File: config.mk
export PLATFORM = sky130hd
export DESIGN_NAME = multicycle_controller_flat
export DESIGN_NICKNAME = d
export VERILOG_FILES = /design/src/rtl/ctrl_pkg.sv /design/src/rtl/multicycle_controller_if.sv /design/src/rtl/opcode_classifier.sv /design/src/rtl/multicycle_controller.sv /design/src/flat_wrapper.sv
export SDC_FILE = /design/constraint.sdc
export NUM_CORES = 1
export LEC_CHECK = 0
export CAP_MARGIN = 20
export CORE_MARGIN = 1
export CORE_UTILIZATION = 46
export CTS_CLUSTER_SIZE = 25
export DETAILED_ROUTE_END_ITERATION = 8
export PLACE_DENSITY = 0.89
export SLEW_MARGIN = 20
export SYNTH_ARGS = -nofsm -noshare
export SYNTH_HDL_FRONTEND = slang
export SYNTH_SLANG_ARGS = --single-unit
File: constraint.sdc
create_clock -name clk -period 2.55 [get_ports clk]
set_clock_uncertainty 0.2 [all_clocks]
set_input_delay 0.3825 -clock clk [delete_from_list [all_inputs] [get_ports clk]]
set_output_delay 0.3825 -clock clk [all_outputs]
set_load 0.02 [all_outputs]
File: src/rtl/ctrl_pkg.sv
// Shared definitions for the multi-cycle controller and related decoders.
// Contents: RV32I major-opcode constants, FSM state and instruction-class
// encodings, datapath select codes and trap cause codes.
package ctrl_pkg;

  // RV32I major opcodes (instruction[6:0])
  localparam logic [6:0] rType  = 7'b0110011;
  localparam logic [6:0] iType  = 7'b0010011;
  localparam logic [6:0] lType  = 7'b0000011;
  localparam logic [6:0] sType  = 7'b0100011;
  localparam logic [6:0] sbType = 7'b1100011;
  localparam logic [6:0] uType  = 7'b0110111;
  localparam logic [6:0] ujType = 7'b1101111;
  localparam logic [6:0] auipc  = 7'b0010111;

  typedef enum logic [2:0] {
    StFetch,
    StDecode,
    StExecute,
    StMem,
    StWriteback,
    StTrap
  } state_e;

  typedef enum logic [2:0] {
    ClsR,
    ClsI,
    ClsL,
    ClsS,
    ClsSb,
    ClsU,
    ClsUj,
    ClsAuipc
  } cls_e;

  // alu_op codes
  localparam logic [1:0] AluAdd    = 2'b00;
  localparam logic [1:0] AluFunct  = 2'b01;
  localparam logic [1:0] AluBranch = 2'b10;
  localparam logic [1:0] AluUpper  = 2'b11;

  // mem_to_reg codes
  localparam logic [1:0] WbAlu  = 2'b00;
  localparam logic [1:0] WbLoad = 2'b01;
  localparam logic [1:0] WbPc4  = 2'b10;

  // pc_src codes
  localparam logic [1:0] PcPlus4  = 2'b00;
  localparam logic [1:0] PcBranch = 2'b01;
  localparam logic [1:0] PcJump   = 2'b10;

  // trap_cause codes
  localparam logic [1:0] CauseNone    = 2'b00;
  localparam logic [1:0] CauseIllegal = 2'b01;
  localparam logic [1:0] CauseFetchTo = 2'b10;
  localparam logic [1:0] CauseDataTo  = 2'b11;

  // Width of a counter that must reach timeout-1; never narrower than 1 bit.
  function automatic int unsigned wait_width(input int unsigned timeout);
    int unsigned w;
    w = $clog2(timeout + 1);
    return (w == 0) ? 1 : w;
  endfunction

endpackage

File: src/rtl/multicycle_controller_if.sv
// Bundle between the multi-cycle controller and the datapath/memory side.
//   master: controller view (consumes instruction/mem_ready/branch_taken,
//           drives enables, selects, trap status and instret).
//   slave : datapath view (the mirror image).
interface multicycle_controller_if #(
  parameter int unsigned CNT_W = 32
);
  logic [31:0]      instruction;
  logic             mem_ready;
  logic             branch_taken;
  logic             ir_wrt;
  logic             pc_wrt;
  logic [1:0]       pc_src;
  logic             mem_rd;
  logic             mem_wrt;
  logic             i_or_d;
  logic             reg_wrt;
  logic             alu_src;
  logic             alu_a_pc;
  logic [1:0]       alu_op;
  logic [1:0]       mem_to_reg;
  logic             trap;
  logic [1:0]       trap_cause;
  logic [CNT_W-1:0] instret;

  modport master (
    input  instruction, mem_ready, branch_taken,
    output ir_wrt, pc_wrt, pc_src, mem_rd, mem_wrt, i_or_d, reg_wrt, alu_src,
           alu_a_pc, alu_op, mem_to_reg, trap, trap_cause, instret
  );

  modport slave (
    output instruction, mem_ready, branch_taken,
    input  ir_wrt, pc_wrt, pc_src, mem_rd, mem_wrt, i_or_d, reg_wrt, alu_src,
           alu_a_pc, alu_op, mem_to_reg, trap, trap_cause, instret
  );
endinterface

File: src/rtl/opcode_classifier.sv
// Combinational RV32I opcode classifier.
//   opcode  in  7  instruction[6:0]
//   cls     out    instruction class (ctrl_pkg::cls_e)
//   illegal out 1  opcode not supported (AUIPC illegal unless EN_AUIPC)
module opcode_classifier
  import ctrl_pkg::*;
#(
  parameter bit EN_AUIPC = 1'b0
) (
  input  logic [6:0] opcode,
  output cls_e       cls,
  output logic       illegal
);

  always_comb begin
    cls     = ClsR;
    illegal = 1'b0;
    unique case (opcode)
      rType:  cls = ClsR;
      iType:  cls = ClsI;
      lType:  cls = ClsL;
      sType:  cls = ClsS;
      sbType: cls = ClsSb;
      uType:  cls = ClsU;
      ujType: cls = ClsUj;
      auipc: begin
        if (EN_AUIPC) cls = ClsAuipc;
        else          illegal = 1'b1;
      end
      default: illegal = 1'b1;
    endcase
  end

endmodule

File: src/rtl/multicycle_controller.sv
// Multi-cycle RV32I control FSM: FETCH/DECODE/EXECUTE/MEM/WRITEBACK with a
// variable-latency memory handshake, sticky trap and retired-instruction count.
//   clk    in  system clock
//   rst_n  in  asynchronous active-low reset
//   bus    master modport of multicycle_controller_if (inputs instruction,
//          mem_ready, branch_taken; outputs datapath enables/selects,
//          trap, trap_cause, instret)
module multicycle_controller
  import ctrl_pkg::*;
#(
  parameter int unsigned TIMEOUT  = 16,
  parameter int unsigned CNT_W    = 32,
  parameter bit          EN_AUIPC = 1'b0
) (
  input logic                     clk,
  input logic                     rst_n,
  multicycle_controller_if.master bus
);

  localparam int unsigned WaitW = wait_width(TIMEOUT);

  state_e           state_q, state_d;
  cls_e             cls_q, cls_d;
  logic [WaitW-1:0] wait_q, wait_d;
  logic [CNT_W-1:0] instret_q;
  logic             trap_q, trap_d;
  logic [1:0]       cause_q, cause_d;
  logic             retire;
  logic             timeout_hit;
  cls_e             dec_cls;
  logic             dec_illegal;

  // Only the opcode field matters to the controller.
  logic unused_instr_hi;
  assign unused_instr_hi = ^bus.instruction[31:7];

  opcode_classifier #(
    .EN_AUIPC(EN_AUIPC)
  ) u_classifier (
    .opcode (bus.instruction[6:0]),
    .cls    (dec_cls),
    .illegal(dec_illegal)
  );

  assign timeout_hit = (TIMEOUT != 0) && (wait_q == WaitW'(TIMEOUT - 1));

  always_comb begin
    state_d = state_q;
    cls_d   = cls_q;
    wait_d  = wait_q;
    trap_d  = trap_q;
    cause_d = cause_q;
    retire  = 1'b0;
    unique case (state_q)
      StFetch: begin
        if (bus.mem_ready) begin
          state_d = StDecode;
          wait_d  = '0;
        end else if (timeout_hit) begin
          state_d = StTrap;
          trap_d  = 1'b1;
          cause_d = CauseFetchTo;
        end else begin
          wait_d = wait_q + WaitW'(1);
        end
      end
      StDecode: begin
        wait_d = '0;
        if (dec_illegal) begin
          state_d = StTrap;
          trap_d  = 1'b1;
          cause_d = CauseIllegal;
        end else begin
          cls_d   = dec_cls;
          state_d = StExecute;
        end
      end
      StExecute: begin
        unique case (cls_q)
          ClsSb: begin
            state_d = StFetch;
            retire  = 1'b1;
          end
          ClsL, ClsS: state_d = StMem;
          default:    state_d = StWriteback;
        endcase
      end
      StMem: begin
        if (bus.mem_ready) begin
          wait_d = '0;
          if (cls_q == ClsL) begin
            state_d = StWriteback;
          end else begin
            state_d = StFetch;
            retire  = 1'b1;
          end
        end else if (timeout_hit) begin
          state_d = StTrap;
          trap_d  = 1'b1;
          cause_d = CauseDataTo;
        end else begin
          wait_d = wait_q + WaitW'(1);
        end
      end
      StWriteback: begin
        state_d = StFetch;
        retire  = 1'b1;
      end
      StTrap:  state_d = StTrap;
      default: state_d = StFetch;
    endcase
  end

  // Moore outputs; FETCH write enables are qualified by mem_ready, and the
  // SB branch enable follows branch_taken. While rst_n is low everything is 0
  // so no fetch request leaks out before reset is released.
  always_comb begin
    bus.ir_wrt     = 1'b0;
    bus.pc_wrt     = 1'b0;
    bus.pc_src     = PcPlus4;
    bus.mem_rd     = 1'b0;
    bus.mem_wrt    = 1'b0;
    bus.i_or_d     = 1'b0;
    bus.reg_wrt    = 1'b0;
    bus.alu_src    = 1'b0;
    bus.alu_a_pc   = 1'b0;
    bus.alu_op     = AluAdd;
    bus.mem_to_reg = WbAlu;
    if (rst_n) begin
      unique case (state_q)
        StFetch: begin
          bus.mem_rd = 1'b1;
          bus.ir_wrt = bus.mem_ready;
          bus.pc_wrt = bus.mem_ready;
        end
        StExecute: begin
          unique case (cls_q)
            ClsR: bus.alu_op = AluFunct;
            ClsI: begin
              bus.alu_src = 1'b1;
              bus.alu_op  = AluFunct;
            end
            ClsL, ClsS, ClsUj: bus.alu_src = 1'b1;
            ClsSb: begin
              bus.alu_op = AluBranch;
              bus.pc_wrt = bus.branch_taken;
              bus.pc_src = PcBranch;
            end
            ClsU: begin
              bus.alu_src = 1'b1;
              bus.alu_op  = AluUpper;
            end
            ClsAuipc: begin
              bus.alu_src  = 1'b1;
              bus.alu_a_pc = 1'b1;
              bus.alu_op   = AluUpper;
            end
          endcase
        end
        StMem: begin
          bus.i_or_d  = 1'b1;
          bus.mem_rd  = (cls_q == ClsL);
          bus.mem_wrt = (cls_q == ClsS);
        end
        StWriteback: begin
          bus.reg_wrt = 1'b1;
          if (cls_q == ClsL) begin
            bus.mem_to_reg = WbLoad;
          end else if (cls_q == ClsUj) begin
            bus.mem_to_reg = WbPc4;
            bus.pc_wrt     = 1'b1;
            bus.pc_src     = PcJump;
          end
        end
        default: ;
      endcase
    end
  end

  assign bus.trap       = trap_q;
  assign bus.trap_cause = cause_q;
  assign bus.instret    = instret_q;

  always_ff @(posedge clk or negedge rst_n) begin
    if (!rst_n) begin
      state_q   <= StFetch;
      cls_q     <= ClsR;
      wait_q    <= '0;
      instret_q <= '0;
      trap_q    <= 1'b0;
      cause_q   <= CauseNone;
    end else begin
      state_q <= state_d;
      cls_q   <= cls_d;
      wait_q  <= wait_d;
      trap_q  <= trap_d;
      cause_q <= cause_d;
      if (retire) instret_q <= instret_q + CNT_W'(1);
    end
  end

endmodule

File: src/flat_wrapper.sv
// flat-port wrapper written by rule: the top's interface ports become plain ports
module multicycle_controller_flat import ctrl_pkg::*;
#(
  parameter int unsigned TIMEOUT  = 16,
  parameter int unsigned CNT_W    = 32,
  parameter bit          EN_AUIPC = 1'b0
)
  (clk, rst_n, bus_instruction, bus_mem_ready, bus_branch_taken, bus_ir_wrt, bus_pc_wrt, bus_pc_src, bus_mem_rd, bus_mem_wrt, bus_i_or_d, bus_reg_wrt, bus_alu_src, bus_alu_a_pc, bus_alu_op, bus_mem_to_reg, bus_trap, bus_trap_cause, bus_instret);
  multicycle_controller_if #(.CNT_W(CNT_W)) bus_i ();
  input logic clk;
  input logic rst_n;
  input wire logic [$bits(bus_i.instruction)-1:0] bus_instruction;
  input wire logic [$bits(bus_i.mem_ready)-1:0] bus_mem_ready;
  input wire logic [$bits(bus_i.branch_taken)-1:0] bus_branch_taken;
  output wire logic [$bits(bus_i.ir_wrt)-1:0] bus_ir_wrt;
  output wire logic [$bits(bus_i.pc_wrt)-1:0] bus_pc_wrt;
  output wire logic [$bits(bus_i.pc_src)-1:0] bus_pc_src;
  output wire logic [$bits(bus_i.mem_rd)-1:0] bus_mem_rd;
  output wire logic [$bits(bus_i.mem_wrt)-1:0] bus_mem_wrt;
  output wire logic [$bits(bus_i.i_or_d)-1:0] bus_i_or_d;
  output wire logic [$bits(bus_i.reg_wrt)-1:0] bus_reg_wrt;
  output wire logic [$bits(bus_i.alu_src)-1:0] bus_alu_src;
  output wire logic [$bits(bus_i.alu_a_pc)-1:0] bus_alu_a_pc;
  output wire logic [$bits(bus_i.alu_op)-1:0] bus_alu_op;
  output wire logic [$bits(bus_i.mem_to_reg)-1:0] bus_mem_to_reg;
  output wire logic [$bits(bus_i.trap)-1:0] bus_trap;
  output wire logic [$bits(bus_i.trap_cause)-1:0] bus_trap_cause;
  output wire logic [$bits(bus_i.instret)-1:0] bus_instret;
  assign bus_i.instruction = bus_instruction;
  assign bus_i.mem_ready = bus_mem_ready;
  assign bus_i.branch_taken = bus_branch_taken;
  assign bus_ir_wrt = bus_i.ir_wrt;
  assign bus_pc_wrt = bus_i.pc_wrt;
  assign bus_pc_src = bus_i.pc_src;
  assign bus_mem_rd = bus_i.mem_rd;
  assign bus_mem_wrt = bus_i.mem_wrt;
  assign bus_i_or_d = bus_i.i_or_d;
  assign bus_reg_wrt = bus_i.reg_wrt;
  assign bus_alu_src = bus_i.alu_src;
  assign bus_alu_a_pc = bus_i.alu_a_pc;
  assign bus_alu_op = bus_i.alu_op;
  assign bus_mem_to_reg = bus_i.mem_to_reg;
  assign bus_trap = bus_i.trap;
  assign bus_trap_cause = bus_i.trap_cause;
  assign bus_instret = bus_i.instret;
  multicycle_controller #(.TIMEOUT(TIMEOUT), .CNT_W(CNT_W), .EN_AUIPC(EN_AUIPC)) u_core (.clk(clk), .rst_n(rst_n), .bus(bus_i));
endmodule
### Yosys cells after proc, flatten, opt, wreduce, memory -nomap -nowiden

Cells that the tools add are included.

* input bits: 36
* bits in registers: 46
* output and inout bits: 49

* $add $sub $neg: 2
* mux-type cells: 57
* reduce and logical (&&, ||, !) cells: 14
* eq/ne operators: 28

Operator list (number)
* $add 32x1->32 const B: 1
* $mux 1: 26
* $mux 2: 13
* $eq 7x6->1 const B: 3
* $eq 3x3->1 const B: 6
* $pmux 3 s6: 1
* $mux 3: 5
* $pmux 3 s5: 1
* $eq 7x7->1 const B: 2
* $eq 3x2->1 const B: 4
* $pmux 2 s3: 2
* $mux 5: 2
* $pmux 5 s2: 1
* $ne 2x2->1 const B: 4
* $reduce_or 2->1: 4
* $eq 7x2->1 const B: 1
* $eq 7x5->1 const B: 1
* $reduce_or 7->1: 1
* $eq 3x1->1 const B: 2
* $logic_not 3->1: 2
* $ne 2x1->1 const B: 3
* $pmux 1 s3: 2
* $pmux 3 s2: 1
* $reduce_and 6->1: 1
* other kinds (10): 12

### Depth between registers and ports, before layout

Gate-level depths: netlist (run 1).

* word-level depth: 5
* mapped depth: 8

### Hierarchy

Synthesis (run 1) repeated with hierarchy kept, for this count alone.

* cell total of the unflattened synthesis: 266
* area, all modules: 2573.7 µm²

By module, submodules not included
* multicycle_controller: times used 1, cells an instance 247, area an instance 2426.1 µm²
* opcode_classifier: times used 1, cells an instance 19, area an instance 147.6 µm²

### Least setup slack after synthesis (run 1)

No wires, ideal clock.

* path type: register to register
* start point: register u_core.wait_q[0]
* end point: register u_core.wait_q[4]
* path slack: 0.256 ns
* cell stages (with the launch flop): 8
* arrival: 2.011 ns
* required time: 2.267 ns
* period minus slack after synthesis: 2.294 ns
* buffers on the path: 0
* setup time: 0.083 ns
* cell sequence: dfrtp_1 ha_1 and3_1 ha_1 nor2b_1 maj3_1 or4_1 o21ai_0

* longest elaborated chain between the ends: 4
* elaborated cells on any way between the ends: 7
* classes of those cells: add/sub (1); eq/ne (2); mux (3); reduce/logical (1)

Ends and longest elaborated chain
* from (decl): RTL line multicycle_controller.sv:24 `logic [WaitW-1:0] wait_q, wait_d;`
* from (signal assigned): RTL line multicycle_controller.sv:195 `wait_q <= wait_d;`
* $add 5x1->5: RTL line multicycle_controller.sv:64, multicycle_controller.sv:102
* $mux 5: RTL line multicycle_controller.sv:59, multicycle_controller.sv:97
* $mux 5: RTL line multicycle_controller.sv:56 `if (bus.mem_ready) begin`
* $pmux 5 s2: RTL line multicycle_controller.sv:54 `unique case (state_q)`

Several ways; a longest one is shown, not always the timed one. The select of a mux whose other input is x is not followed.
A chain may end at the register's enable or synchronous reset.

### Final worst setup path (run 1)

* start point: register u_core.state_q[2]
* end point: output bus_mem_wrt

* longest elaborated chain between the ends: 3

Ends and longest elaborated chain
* from (decl): RTL line multicycle_controller.sv:22 `state_e state_q, state_d;`
* from (signal assigned): RTL line multicycle_controller.sv:186 `state_q <= StFetch;`
* from (signal assigned): RTL line multicycle_controller.sv:193 `state_q <= state_d;`
* $eq 3x2->1: RTL line multicycle_controller.sv:130 `unique case (state_q)`
* $mux 1: RTL line multicycle_controller.sv:130
* $mux 1: RTL line multicycle_controller.sv:129 `if (rst_n) begin`
* to (decl): RTL line flat_wrapper.sv:19 `output wire logic [$bits(bus_i.mem_wrt)-1:0] bus_mem_wrt;`

No other way between the ends.

==> key figures, run 1 <==
Layout
  – Highest-count cells in the layout ignoring fill and taps: clkdlybuf4s50_1, dfrtp_1, nor2_1
  – Commonest non-fill, non-tap cell in the layout: clkdlybuf4s50_1
  – Layout cells sized above 1: 16.2%
  – N_diodes: 0
  – Final Instance Area: 0.00351 sq mm
  – Final core utilization: 64.2%
  – Area grow syn2layout: 34.7%
  – Final nets: 390

Detailed routing
  – First DRT Iteration DRCs: 139
  – Post-route ant nets: 0
  – DRT Pass-1 Iters: 4
  – Wire per inst: 14.9 um
  – Vias after detailed routing: 2341
  – Vias/cell: 5.52
  – Remaining DRCs: 0
  – Final wirelength: 6310 um

Outcome
  – Outcome: complete, no violations

STA
  – RSZ-0062 raised after global routing: false
  – Slew at the pin with the worst max-slew slack: 607 ps
  – Count of final max-slew check failures: 0
  – Tmin final: roughly 2500 ps
  – Final Hold Fails: 0
  – Setup TNS: 0 ps
  – Achievable Freq: between 400 and 500 MHz
  – Number of setup violations in the final report: 0
  – Fin crit share: 97.4%
  – Slew headroom: 59.2%
  – Worst hold slack: around 76 ps

Pwr
  – LEAKAGE: between 1.5 and 2 nW
  – Clk pwr share: 21.3%
  – Pwr Density: ~590 mW/mm^2
  – P_sw: 0.779 mW
  – Pint: approximately 1.3 mW
  – Gate power share: approximately 35%
  – Switching Fraction: between 30% and 40%
  – Sequential Power Share: 44.2%
  – Max rail drop VDD: around 330 uV

Place
  – HPWL Detailed: between 4000 and 5000 um
  – Port Buf Inserts: 59
  – Placement Cell Area: 0.00341 sq mm
  – Final GP Congestion: 0.903

Yosys
  – Synth Area in Compound Gates: between 10% and 20%
  – Synthesized area per cell: 9.74 sq um
  – Synth Area in XOR/XNOR: between 10% and 20%
  – Mapped Cells: 268
  – Warnings, synthesis: 0
  – Mux cell area share after synthesis: 1.73%
  – Largest family of logic cells by synthesized area: simple AND/OR/NAND/NOR gates
  – Synth unique cells: 53
  – Synth Register Bits: 46
  – Post-synthesis adder-cell area fraction: 1.82%
  – Simple-gate share of the synthesized area: 27.2%
  – Mapped Nets: 307
  – Post-Syn Area: ~0.0026 sq mm
  – Sequential share of the synthesized area: between 40% and 50%

Clock tree
  – Clock transition at the registers of the reported paths: ~90 ps
  – Num CTS Buffers: 5
  – TritonCTS clock tree: done
  – Clk Latency, worst-skew pair: 300 ps
  – Htree depth: 2
  – Postcts setup bufs: 0
  – Clock Sinks: 46
  – Root Driver: clkbuf_8
  – Clock Tree Buf Depth: 2

Global route
  – First-pass GRT wire length: 10700 um
  – Total grt overflow: 0
  – Largest net degree at the start of global routing: 27
  – GRT busiest layer: met2
  – Met1 Track Usage GR: between 20 and 30%
  – Total GRT Usage: 22.3%
  – GR met3 Demand/Resource: 4.88%
  – Met2 Use GR: 36.6%
  – Vias in the first global route: between 2000 and 2500
  – Initial antenna violation count: 0

Die
  – CORE AREA: 0.00547 sq mm
  – Initial Util: roughly 48%
  – Die width: 77.3 um
  – Die height: a little under 80 um
  – Die Footprint: 0.00598 sq mm
  – Num ports: 85
  – Cell Rows: 27

Worst hold path
  – Hold WC Path Type: in2async

Worst setup path
  – Critical Path Sink Type: primary output
  – Crit-path max FO: 8
  – Launching element type of the critical path: flip-flop
  – Worst path required time: approximately 2000 ps
  – Crit Path Class: reg2out
  – Arr. time, crit path: 1900 ps

Flow run
  – Max-cap viol count: 0
worst max-delay path, stage by stage (launching register included):
cell and delay [ps]:
dfrtp_2 470, inv_2 150, nand2_1 90, nor2_1 120, and3_1 170, clkdlybuf4s50_1 600
power by group through the flow:
stage               clock [mW]  sequential (mW)  combinational, mW
global placement             0            0.922              0.696
floorplan                    0            0.946              0.403
CTS                      0.458            0.922              0.721
finish                   0.444            0.922              0.721
detailed placement           0            0.930              0.716
global route             0.483            0.936              0.784
Yosys cell counts (all sizes together):
cell type	instances	area share, %
inv	10	1.4
and2b	1	0.34
a221oi	1	0.34
a32o	2	0.81
a21o	1	0.29
buf	4	0.77
nand2b	1	0.24
ha	3	1.4
or4	2	0.58
nor3	15	3.3
nor3b	3	0.86
nor4	6	3.3
a31oi	3	0.72
a32oi	1	0.34
o211ai	1	0.81
o31ai	2	0.58
and2	3	0.77
xnor2	17	5.7
o21bai	1	0.29
o31a	1	0.34
clkbuf	4	0.96
a21boi	2	0.58
or3b	1	0.43
nand2	23	3.3
nand3	16	3.1
maj3	1	0.38
o21ai	11	2.3
nand4	9	2.2
o2111ai	2	1.3
xor2	17	5.7
nor2b	6	1.4
and4	1	0.38
a211o	1	0.34
a22o	1	0.34
a211oi	1	0.29
nand3b	1	0.29
or4b	1	0.38
a21oi	4	0.91
nor2	29	4.2
and3	9	2.2
dfrtp	46	44
mux2	4	1.7
final timing paths:
kind,from,end,slack (ps),depth (start not counted)
max in group asynchronous,rst_n,u_core.bus.instret[7],1480,3
setup / recovery,u_core.state_q[2],bus_mem_wrt,70,5
setup reg to reg,u_core.wait_q[0],u_core.wait_q[3],170,8
hold reg to reg,u_core.bus.trap,u_core.bus.trap,280,1
min in group clk,u_core.bus.trap,u_core.bus.trap,280,1
hold / removal,rst_n,u_core.wait_q[0],80,3
registers in the layout, summed over array words and instances, names as in the netlist:
name and count:
u_core.bus.instret 32, u_core.wait_q 5, u_core.cls_q 3, u_core.state_q 3, u_core.bus.trap_cause 2, u_core.bus.trap 1
through the flow:
step	cells	total power [mW]	worst slack (ps)
6_report	424	2.09	66.4
5_1_grt	424	2.20	9.91
4_1_cts	424	2.10	18.0
3_5_place_dp	414	1.65	-57.9
3_3_place_gp	414	1.62	-51.2
2_1_floorplan	268	1.35	256
cell families after synthesis:
logic type	after synthesis
buffers and inverters	18
AO/OA/AOI/OAI	35
XOR/XNOR	34
adder cells (fa/ha/maj)	4
flip-flops	46
multiplexers	4
AND/OR/NAND/NOR	127
layer usage:
metal,wire (um),vias up,share of wire (%)
li1,-,1114,-
met1,2780,1141,44
met2,3110,82,49
met3,386,4,6.1
met4,29,0,0.46
met5,0,-,0
cell type report:
cell class | instances | area (sq um)
flip-flops and latches | 46 | 1150
repair buffers | 84 | 764
well taps | 72 | 90.1
fillers | 467 | 1960
clock buffers | 6 | 72.6
multi-input cells | 204 | 1380
clock inverters | 2 | 13.8
inverters | 10 | 37.5
repair_timing:
item / 4_1_cts / 5_1_grt
gates resized for setup: 14 / 5
hold buffers: 2 / 0
setup endpoints to repair: 11 / 3
hold endpoints to repair: 20 / 0
Power figures use the tool's default switching activity.
==> run 2: changes to the inputs <==
- ABC_AREA: unset -> 1
- CORE_MARGIN: 1 -> unset
- CORE_UTILIZATION: 46 -> 48
- PLACE_DENSITY: 0.89 -> 0.9
- SLEW_MARGIN: 20 -> 10
==> run 2 against run 1 <==
Power rose by 3.5%; die area rose by 4.9%; critical path depth is 1 lower; global-route usage rose by 0.45 points; largest cell class unchanged.
==> key figures, run 2 <==
Die
  – Die Footprint: 0.00627 sq mm
  – CORE AREA: roughly 0.0056 sq mm
  – Cell Rows: 27
  – Num ports: 85
  – Die width: about 79 um
  – Initial Util: 51.0%
  – Die height: 79.2 um

Detailed routing
  – Final wirelength: 6710 um
  – Vias after detailed routing: 2864
  – DRT Pass-1 Iters: 5
  – Post-route ant nets: 0
  – Vias/cell: slightly above 5
  – First DRT Iteration DRCs: 197
  – Wire per inst: 12.0 um
  – Remaining DRCs: 0

Layout
  – Highest-count cells in the layout ignoring fill and taps: nand2_1, nor2_1, inv_1
  – Final nets: about 530
  – N_diodes: 0
  – Commonest non-fill, non-tap cell in the layout: nand2_1
  – Max FFs per register: 32
  – Multi-input gate area in the final layout: 0.00150 sq mm
  – Layout cells sized above 1: 4.32%
  – Seq. cell area: 0.00115 sq mm
  – Area grow syn2layout: 27.1%
  – Final std cells w/o fill: 558
  – Fill cell count: a little over 500

Global route
  – Largest net degree at the start of global routing: 45
  – Vias in the first global route: 2694
  – Total grt overflow: 0
  – Total GRT Usage: 22.8%
  – First-pass GRT wire length: 11400 um
  – Initial antenna violation count: 0

STA
  – Achievable Freq: around 420 MHz
  – Setup TNS: 0 ps
  – Count of final max-slew check failures: 0
  – Number of setup violations in the final report: 0
  – Worst hold slack: 14.8 ps
  – Fin crit share: 93.9%
  – Tmin final: 2400 ps
  – Final Hold Fails: 0
  – Slew at the pin with the worst max-slew slack: 541 ps
  – Slew headroom: 63.9%

Worst setup path
  – R2R cell count: 8
  – Launching element type of the critical path: flip-flop
  – Flop2flop setup slack: 560 ps
  – Crit-path max FO: 6
  – Reg2reg end: u_core.bus.instret[20]
  – Arr. time, crit path: 1810 ps
  – R2r startpoint: u_core.bus.instret[0]
  – Critical Path Sink Type: primary output
  – Crit Path Class: reg2out
  – Worst path required time: 1970 ps

Yosys
  – Mapped Cells: ~420
  – Warnings, synthesis: 0
  – Post-Syn Area: 0.00286 sq mm
  – Synth area leader: dfrtp_1
  – Top_reg_cell synth: dfrtp_1
  – Mapped Nets: 457
  – Ys async rst share: 100%
  – Synth Register Bits: 46
  – Count leader, synth: nand2_1
  – Synth unique cells: 25
  – Top cells by area, synth: dfrtp_1, nand2_1, nor2_1, inv_1, nand3_1
  – Synthesized area per cell: 6.84 sq um
  – Sequential share of the synthesized area: about two fifths
  – Synth top area share: 40.2%
  – Number of synthesized flops with an enable pin: 0
  – Synth top cells by count: nand2_1, nor2_1, inv_1, dfrtp_1, nand3_1

Place
  – Port Buf Inserts: 59
  – Inst Count DP: 550
  – Final GP Congestion: 0.905
  – HPWL Detailed: 5120 um

Clock tree
  – Root Driver: clkbuf_8
  – Clock transition at the registers of the reported paths: 80 ps
  – TritonCTS clock tree: done
  – Postcts setup bufs: 0
  – Htree depth: 2
  – Num CTS Buffers: 5
  – Clock Sinks: 46
  – Clock Tree Buf Depth: 2
  – Clk Latency, worst-skew pair: 290 ps

Pwr
  – Pwr Density: 594 mW/mm^2
  – LEAKAGE: 1.71 nW
  – Max rail drop VDD: 368 uV

Flow run
  – Max-cap viol count: 0

Outcome
  – Outcome: complete, no violations

Worst hold path
  – Hold WC Path Type: in2async
-- run 2: changes by cell type after synthesis, moves of 4 or more --
cell      previous run  this run
nand4_1              9        16
inv_1               10        47
nor2_1              29        56
and3_1               8         0
mux2_2               4         0
nand3b_1             1         5
nand3_1             16        29
nor2b_1              6         0
xor2_1              17         5
xnor2_1             17        13
buf_2                4         0
nand2_1             23       154
-- run 2: critical path: stages, from the launching register on --
cell and delay, ps:
dfrtp_1 450, nor2_2 210, nand2_2 140, nor2_1 110, clkdlybuf4s50_1 620
-- run 2: worst max path at each step --
stage	slack, ps	from	depth (start not counted)	endpoint
CTS	0.2	u_core.state_q[2]	6	bus_alu_src
floorplan	530	u_core.state_q[2]	5	bus_alu_a_pc
global placement	130	bus_mem_ready	6	bus_pc_wrt
global route	-8	u_core.state_q[2]	6	bus_alu_op[0]
finish	150	u_core.state_q[1]	4	bus_reg_wrt
detailed placement	150	bus_mem_ready	6	bus_pc_wrt
-- run 2: what timing repair did --
| action | 4_1_cts | 5_1_grt |
|---|---|---|
| gates resized for setup | 7 | 11 |
| hold buffers | 1 | 0 |
| setup endpoints to repair | 7 | 7 |
| hold endpoints to repair | 2 | 0 |
| gates cloned | 0 | 0 |
-- run 2: cells by family (layout without fill, tap and decap cells) --
family / count (synthesis) / in the layout / share of synthesized area (%)
adders and majority gates: 3 / 3 / 1.31
and+or+nand+nor: 283 / 283 / 42.5
DFF: 46 / 46 / 40.2
AOI/OAI and AO/OA: 16 / 16 / 2.97
xor gates and xnor gates: 18 / 18 / 5.51
buffers and inverters: 52 / 120 / 7.48
-- run 2: area by class of cell --
cell class                 instances  area share [%]
clock buffer                       7            2.10
inverter                          48            4.96
multi-input combinational        320            41.3
sequential                        46            31.7
tap                               72            2.48
timing repair buffer              65            17.5
-- run 2: layer usage --
metal | share of wire, % | track usage [%] | vias up
met5 | 0 | 0 | -
met4 | 1.3 | 7.45 | 0
met3 | 5.2 | 4.48 | 10
met2 | 51 | 40.9 | 96
met1 | 43 | 27.1 | 1305
li1 | - | - | 1453
-- run 2: through the flow --
| stage | power (mW) | instance area [sq um] | util [%] | setup slack, ps |
|---|---|---|---|---|
| global route | 2.32 | 3630 | 64.8 | -7.67 |
| finish | 2.16 | 3630 | 64.8 | 155 |
| detailed placement | 1.75 | 3540 | 63.1 | 151 |
| global placement | 1.73 | 3540 | 63.1 | 134 |
| CTS | 2.16 | 3620 | 64.5 | 0.233 |
| floorplan | 1.49 | 2860 | - | 534 |
-- run 2: where the power goes --
group          internal, mW  switching, mW  total, mW
Clock                 0.189          0.225      0.414
Sequential            0.817          0.108      0.925
Combinational         0.293          0.527      0.820
